--- config.mk ---
export PLATFORM = sky130hd
export DESIGN_NAME = xor_stream_cipher
export DESIGN_NICKNAME = d
export VERILOG_FILES = /design/src/rtl/xor_cipher_pkg.sv /design/src/rtl/xor_sipo.sv /design/src/rtl/xor_stream_cipher.sv
export SDC_FILE = /design/constraint.sdc
export NUM_CORES = 1
export LEC_CHECK = 0
export CAP_MARGIN = 10
export CELL_PAD_IN_SITES_DETAIL_PLACEMENT = 1
export CELL_PAD_IN_SITES_GLOBAL_PLACEMENT = 1
export CORE_AREA = 5 5 71 73
export CTS_BUF_LIST = sky130_fd_sc_hd__clkbuf_4 sky130_fd_sc_hd__clkbuf_8
export CTS_CLUSTER_SIZE = 8
export DETAILED_ROUTE_END_ITERATION = 10
export DIE_AREA = 0 0 76 78
export PLACE_DENSITY_LB_ADDON = 0.1
export SYNTH_ARGS = -nofsm -noshare
export SYNTH_HDL_FRONTEND = slang
export SYNTH_SLANG_ARGS = --single-unit
--- constraint.sdc ---
create_clock -name iClk -period 3.15 [get_ports iClk]
set_input_delay 0.315 -clock iClk [delete_from_list [all_inputs] [get_ports iClk]]
set_output_delay 0.315 -clock iClk [all_outputs]
set_load 0.01 [all_outputs]
--- src/rtl/xor_cipher_pkg.sv ---
// Shared types and helpers for the serial XOR stream cipher.
//   cipher_state_e : controller states
//   expandKey()    : repeats a KEY_SIZE-bit key cyclically, MSB first, out to MSG_SIZE bits
package xor_cipher_pkg;

  typedef enum logic [2:0] {
    StIdle,
    StLoadKey,
    StLoadMsg,
    StEncrypt,
    StShiftOut
  } cipher_state_e;

  // Upper bound on key/message width handled by expandKey().
  localparam int MaxWidth = 64;
  localparam int IdxW     = $clog2(MaxWidth);

  // kx[msgSize-1-i] = key[keySize-1-(i mod keySize)]; sizes are elaboration constants at every
  // call site, so the loop collapses to plain wiring.
  function automatic logic [MaxWidth-1:0] expandKey(input logic [MaxWidth-1:0] key,
                                                    input int keySize,
                                                    input int msgSize);
    logic [MaxWidth-1:0] kx;
    kx = '0;
    for (int i = 0; i < MaxWidth; i++) begin
      if (i < msgSize) begin
        kx[IdxW'(msgSize - 1 - i)] = key[IdxW'(keySize - 1 - (i % keySize))];
      end
    end
    return kx;
  endfunction

endpackage

--- src/rtl/xor_sipo.sv ---
// Serial-in parallel-out capture with bit counter, used for both key and message.
//   iClk      : clock, rising edge
//   iRst      : synchronous active-high reset
//   iEn       : global enable, low freezes everything
//   iShift    : iData is a bit for this shifter this cycle
//   iData     : serial bit, MSB first
//   oWordNext : full word including the current bit, meaningful while oDone is high
//   oDone     : combinational strobe, the current bit completes the word
// A cycle with iShift low while a word is part-way in discards the partial word.
module xor_sipo #(
  parameter int unsigned WIDTH = 8
) (
  input  logic             iClk,
  input  logic             iRst,
  input  logic             iEn,
  input  logic             iShift,
  input  logic             iData,
  output logic [WIDTH-1:0] oWordNext,
  output logic             oDone
);

  localparam int unsigned CntW = (WIDTH > 1) ? $clog2(WIDTH) : 1;

  logic [WIDTH-1:0] shifter;
  logic [CntW-1:0]  bitCnt;
  logic             lastBit;

  // Concatenate then truncate so WIDTH=1 needs no special case.
  assign oWordNext = WIDTH'({shifter, iData});
  assign lastBit   = (bitCnt == CntW'(WIDTH - 1));
  assign oDone     = iEn && iShift && lastBit;

  always_ff @(posedge iClk) begin
    if (iRst) begin
      shifter <= '0;
      bitCnt  <= '0;
    end else if (iEn) begin
      if (iShift) begin
        if (lastBit) begin
          shifter <= '0;
          bitCnt  <= '0;
        end else begin
          shifter <= oWordNext;
          bitCnt  <= bitCnt + CntW'(1);
        end
      end else if (bitCnt != '0) begin
        shifter <= '0;
        bitCnt  <= '0;
      end
    end
  end

endmodule

--- src/rtl/xor_stream_cipher.sv ---
// Serial XOR cipher: captures a key and a message from one serial input, XORs the message
// with the cyclically repeated key and shifts the ciphertext out MSB first.
//   iClk        : clock, rising edge
//   iRst        : synchronous active-high reset
//   iEn         : global enable, low freezes all state and outputs
//   iData_in    : serial key/message bit, MSB first
//   iLoad_key   : iData_in is a key bit (wins over iLoad_msg)
//   iLoad_msg   : iData_in is a message bit
//   oData_out   : ciphertext bit
//   oValid      : oData_out carries a ciphertext bit
//   oDone_flag  : pulse with the last ciphertext bit
//   oBusy       : encrypt/shift-out in progress, loads ignored
//   oKey_ready  : complete key held
//   oErr        : pulse, message completed with no key
module xor_stream_cipher
  import xor_cipher_pkg::*;
#(
  parameter int unsigned KEY_SIZE = 4,
  parameter int unsigned MSG_SIZE = 8,
  parameter int unsigned ROLL_KEY = 0
) (
  input  logic iClk,
  input  logic iRst,
  input  logic iEn,
  input  logic iData_in,
  input  logic iLoad_key,
  input  logic iLoad_msg,
  output logic oData_out,
  output logic oValid,
  output logic oDone_flag,
  output logic oBusy,
  output logic oKey_ready,
  output logic oErr
);

  localparam int unsigned OutCntW = $clog2(MSG_SIZE);

  cipher_state_e       state;
  logic [KEY_SIZE-1:0] keyReg;
  logic [KEY_SIZE-1:0] keyWord;
  logic [KEY_SIZE-1:0] keyRot;
  logic [MSG_SIZE-1:0] msgReg;
  logic [MSG_SIZE-1:0] msgWord;
  logic [MSG_SIZE-1:0] ctReg;
  logic [MSG_SIZE-1:0] kx;
  logic [OutCntW-1:0]  outCnt;
  logic                keyShift;
  logic                msgShift;
  logic                keyDone;
  logic                msgDone;

  // Key bits only land in IDLE/LOAD_KEY; message bits only in IDLE/LOAD_MSG and only when the
  // key strobe is low.
  assign keyShift = iLoad_key && (state == StIdle || state == StLoadKey);
  assign msgShift = iLoad_msg && !iLoad_key && (state == StIdle || state == StLoadMsg);

  assign kx     = MSG_SIZE'(expandKey(MaxWidth'(keyReg), int'(KEY_SIZE), int'(MSG_SIZE)));
  assign keyRot = KEY_SIZE'({keyReg, keyReg} >> (KEY_SIZE - 1));

  xor_sipo #(
    .WIDTH(KEY_SIZE)
  ) u_keySipo (
    .iClk     (iClk),
    .iRst     (iRst),
    .iEn      (iEn),
    .iShift   (keyShift),
    .iData    (iData_in),
    .oWordNext(keyWord),
    .oDone    (keyDone)
  );

  xor_sipo #(
    .WIDTH(MSG_SIZE)
  ) u_msgSipo (
    .iClk     (iClk),
    .iRst     (iRst),
    .iEn      (iEn),
    .iShift   (msgShift),
    .iData    (iData_in),
    .oWordNext(msgWord),
    .oDone    (msgDone)
  );

  always_ff @(posedge iClk) begin
    if (iRst) begin
      state      <= StIdle;
      keyReg     <= '0;
      msgReg     <= '0;
      ctReg      <= '0;
      outCnt     <= '0;
      oData_out  <= 1'b0;
      oValid     <= 1'b0;
      oDone_flag <= 1'b0;
      oBusy      <= 1'b0;
      oKey_ready <= 1'b0;
      oErr       <= 1'b0;
    end else if (iEn) begin
      oDone_flag <= 1'b0;
      oErr       <= 1'b0;

      // Starting a key reload invalidates the held key until the new one is complete.
      if (keyDone) begin
        keyReg     <= keyWord;
        oKey_ready <= 1'b1;
      end else if (keyShift) begin
        oKey_ready <= 1'b0;
      end

      case (state)
        StIdle, StLoadKey, StLoadMsg: begin
          oValid    <= 1'b0;
          oData_out <= 1'b0;
          if (keyShift) begin
            state <= keyDone ? StIdle : StLoadKey;
          end else if (msgShift) begin
            if (!msgDone) begin
              state <= StLoadMsg;
            end else if (oKey_ready) begin
              msgReg <= msgWord;
              oBusy  <= 1'b1;
              state  <= StEncrypt;
            end else begin
              oErr  <= 1'b1;
              state <= StIdle;
            end
          end else begin
            state <= StIdle;
          end
        end
        StEncrypt: begin
          ctReg  <= msgReg ^ kx;
          outCnt <= '0;
          state  <= StShiftOut;
        end
        StShiftOut: begin
          oValid    <= 1'b1;
          oData_out <= ctReg[MSG_SIZE-1];
          ctReg     <= ctReg << 1;
          outCnt    <= outCnt + OutCntW'(1);
          if (outCnt == OutCntW'(MSG_SIZE - 1)) begin
            oDone_flag <= 1'b1;
            oBusy      <= 1'b0;
            state      <= StIdle;
            if (ROLL_KEY != 0) begin
              keyReg <= keyRot;
            end
          end
        end
        default: state <= StIdle;
      endcase
    end
  end

endmodule

==> results_dict.tcl <==
set metrics [dict create \
    drive_above_1_share_pct 8.06 \
    rsz0062_at_grt "no" \
    finalCritPeriodShare_pct 65.2 \
    firstDrtPassIters 4 \
    clock_latency_ns 0.30 \
    netlist_area_mm2 0.00215 \
    synth_cells 243 \
    wl_per_cell_um 16.8 \
    power_leakage_nw 0.840 \
    grt_pass1_vias 1809 \
    via_per_inst 5.76 \
    cts-resized-gates 0 \
    die_y_um 78 \
    synth_edf_count 0 \
    hold_depth 2 \
    place.port_buffers 11 \
    slew_violations 0 \
    required_ns 3.32 \
    finClkSkew_ns 0.00455 \
    dieArea_mm2 0.00593 \
    drv_cap 0 \
    crit_type "primary input to flop" \
    grt_max_degree 19 \
    worstReg2RegEnd "outCnt[2]$_SDFFE_PP0P_" \
    path_clk_slew_ns 0.08 \
    endpoint_kind "flop" \
    final_hold_viol_count 0 \
    yosysWarnings 0 \
    drtIter0Drc 91 \
    power_per_cell_area_mw_per_mm2 441 \
    post-route-util_pct 55.2 \
    clock.fmax_mhz 487 \
    cts_setup_buffers 0 \
    start_util_pct 50.0 \
    slowest_stage "clkdlybuf4s50_1" \
    final_net_count 261 \
    finalSetupViolations 0 \
    yosys_register_bits 47 \
    yosysSeqAreaShare_pct 43.8 \
    grt_pass1_wl_um 8830 \
    vdd_drop_max_uv 264 \
    area_growth_pct 10.4 \
    fin_area_mm2 0.00237 \
    num_rows 24 \
    worst_pin_slew_ns 0.776 \
    ant_nets 0 \
    hp-start "ctReg[7]$_SDFFE_PP0P_" \
    grt_use_total_pct 18.0 \
    cp_top_family "buffers and inverters" \
    cts-buffers-inserted 5 \
    overflow 0 \
    die_w_um 76 \
    vias 1729 \
    synth_nets 256 \
    worst-path-buf-inv 2 \
    antenna_found_initial 0 \
    cts_tree "built" \
    gp_congestion 0.796 \
    crit_chain "clkdlybuf4s50_1 -> nand3b_1 -> nor4_2 -> buf_4 -> mux2i_1 -> nor2_1" \
    diodes 0 \
    slowest_delay_ns 0.83 \
    whs_endpoint "ctReg[7]$_SDFFE_PP0P_" \
    final.setup.tns_ns 0 \
    async_reset_ff_share_pct 0 \
    min_period_ns 2.05 \
    placed_cell_area_mm2 0.00228 \
    dp_slack_ns 0.788 \
    clock-sinks 47 \
    cts_buffer_depth 2 \
    drc 0 \
    synth.distinct_cells 43 \
    ctsHtreeMaxLevel 2 \
    crit_fanout 17 \
    routed_wirelength_um 5040 \
    fin_ws_ns 1.10 \
    nFillCells 502 \
    cts_hold_buf 0 \
    synthFlopType "dfxtp_1" \
    synth.avg_cell_area_um2 8.83 \
    core_area_mm2 0.00429 \
    io-pin-count 12 \
    crit_start "iEn" \
    min-delay-path-class "flop to flop" \
    worstPathArrival_ns 2.23 \
    slew_headroom_pct 47.9 \
    worstRegToRegCells 4 \
    rrSetupSlack_ns 1.13 \
    dp_hpwl_um 3590 \
    status "complete, no violations" \
    cts_root_buf "clkbuf_8" \
    r2r-start "state[2]$_SDFFE_PP0P_" \
    start_kind "primary input" \
]
## area by class of cell
type / instances / area, µm² / share of cell area (%)
clock buffers: 6 / 82.6 / 3.49
repair buffers: 14 / 133 / 5.60
clock inverters: 1 / 8.76 / 0.370
well taps: 52 / 65.1 / 2.75
multi-input cells: 173 / 1110 / 47.0
flip-flops and latches: 47 / 941 / 39.7
inverters: 7 / 26.3 / 1.11
## how the worst max path moves through the flow
stage | slack (ns) | end | cells after the start
finish | 1.10 | msgReg[4]$_SDFFE_PP0P_ | 6
global route | 0.93 | u_msgSipo.shifter[4]$_SDFFE_PP0P_ | 5
CTS | 1.09 | u_msgSipo.shifter[2]$_SDFFE_PP0P_ | 5
detailed placement | 0.79 | u_msgSipo.shifter[2]$_SDFFE_PP0P_ | 5
global placement | 0.93 | u_msgSipo.shifter[1]$_SDFFE_PP0P_ | 5
floorplan | 1.55 | msgReg[0]$_SDFFE_PP0P_ | 7
## synth_stat cells (3+ instances only)
cell	n	area (µm²)
dfxtp_1	47	941
nor2_1	31	116
nand2_1	26	97.6
a21oi_1	24	120
a22oi_1	13	97.6
clkbuf_1	12	45.0
mux2i_1	9	90.1
nand3_1	8	40.0
ha_1	7	87.6
o211ai_1	7	52.6
xnor2_1	7	61.3
inv_1	5	18.8
nor3_1	5	25.0
o21ai_1	5	25.0
a32oi_1	3	26.3
o21ai_0	3	15.0
## cell families (layout without fill, tap and decap cells)
kind of cell	after synthesis	in the layout	synth area share [%]
buffers and inverters	23	28	4.31
adder cells (fa/ha/maj)	7	7	4.08
AND/OR/NAND/NOR	89	89	21.7
flip-flops	47	47	43.8
XOR/XNOR	8	8	3.27
AO/OA/AOI/OAI	60	60	18.6
multiplexers	9	9	4.20
## power breakdown
part / switching (W) / total [W] / internal, W
sequential: 0.00000873 / 0.000607 / 0.000598
clock: 0.000199 / 0.000375 / 0.000177
combinational: 0.0000400 / 0.0000634 / 0.0000233
## layout by cell type, fill, tap and decap left out, drive strengths merged, types with 3 or more instances in the layout
| master | count |
|---|---|
| nor3 | 5 |
| dfxtp | 47 |
| clkdlybuf4s50 | 11 |
| o21ai | 8 |
| o211ai | 7 |
| nand2 | 26 |
| mux2i | 9 |
| inv | 8 |
| nand3 | 8 |
| xnor2 | 7 |
| ha | 7 |
| a21oi | 24 |
| nor2 | 31 |
| a22oi | 13 |
| buf | 3 |
| clkbuf | 6 |
| a32oi | 3 |
## flip-flops by register name, indices dropped and copies added, names as in the netlist, 2 cells and up
| name | count |
|---|---|
| ctReg | 8 |
| msgReg | 8 |
| u_msgSipo.shifter | 7 |
| keyReg | 4 |
| outCnt | 3 |
| state | 3 |
| u_keySipo.shifter | 3 |
| u_msgSipo.bitCnt | 3 |
| u_keySipo.bitCnt | 2 |
## worst register-to-register path: stages, from the launching register on
cell,delay [ns]
dfxtp_1,0.71
nor3b_2,0.49
o21ai_1,0.38
a32oi_1,0.28
nor2_1,0.06
## metal layers
layer | track usage [%] | wire [µm]
met4 | 6.41 | 71
met3 | 4.05 | 149
met1 | 22.7 | 2340
met2 | 30.2 | 2480
met5 | 0 | 0
## metrics by stage
step           total power (W)  hold slack (ns)  cells
2_1_floorplan         0.000664            0.390    243
3_3_place_gp          0.000681            0.443    293
3_5_place_dp          0.000684            0.451    293
4_1_cts                0.00106            0.466    300
5_1_grt                0.00109            0.492    300
6_report               0.00105            0.466    300
Power figures use the tool's default switching activity.
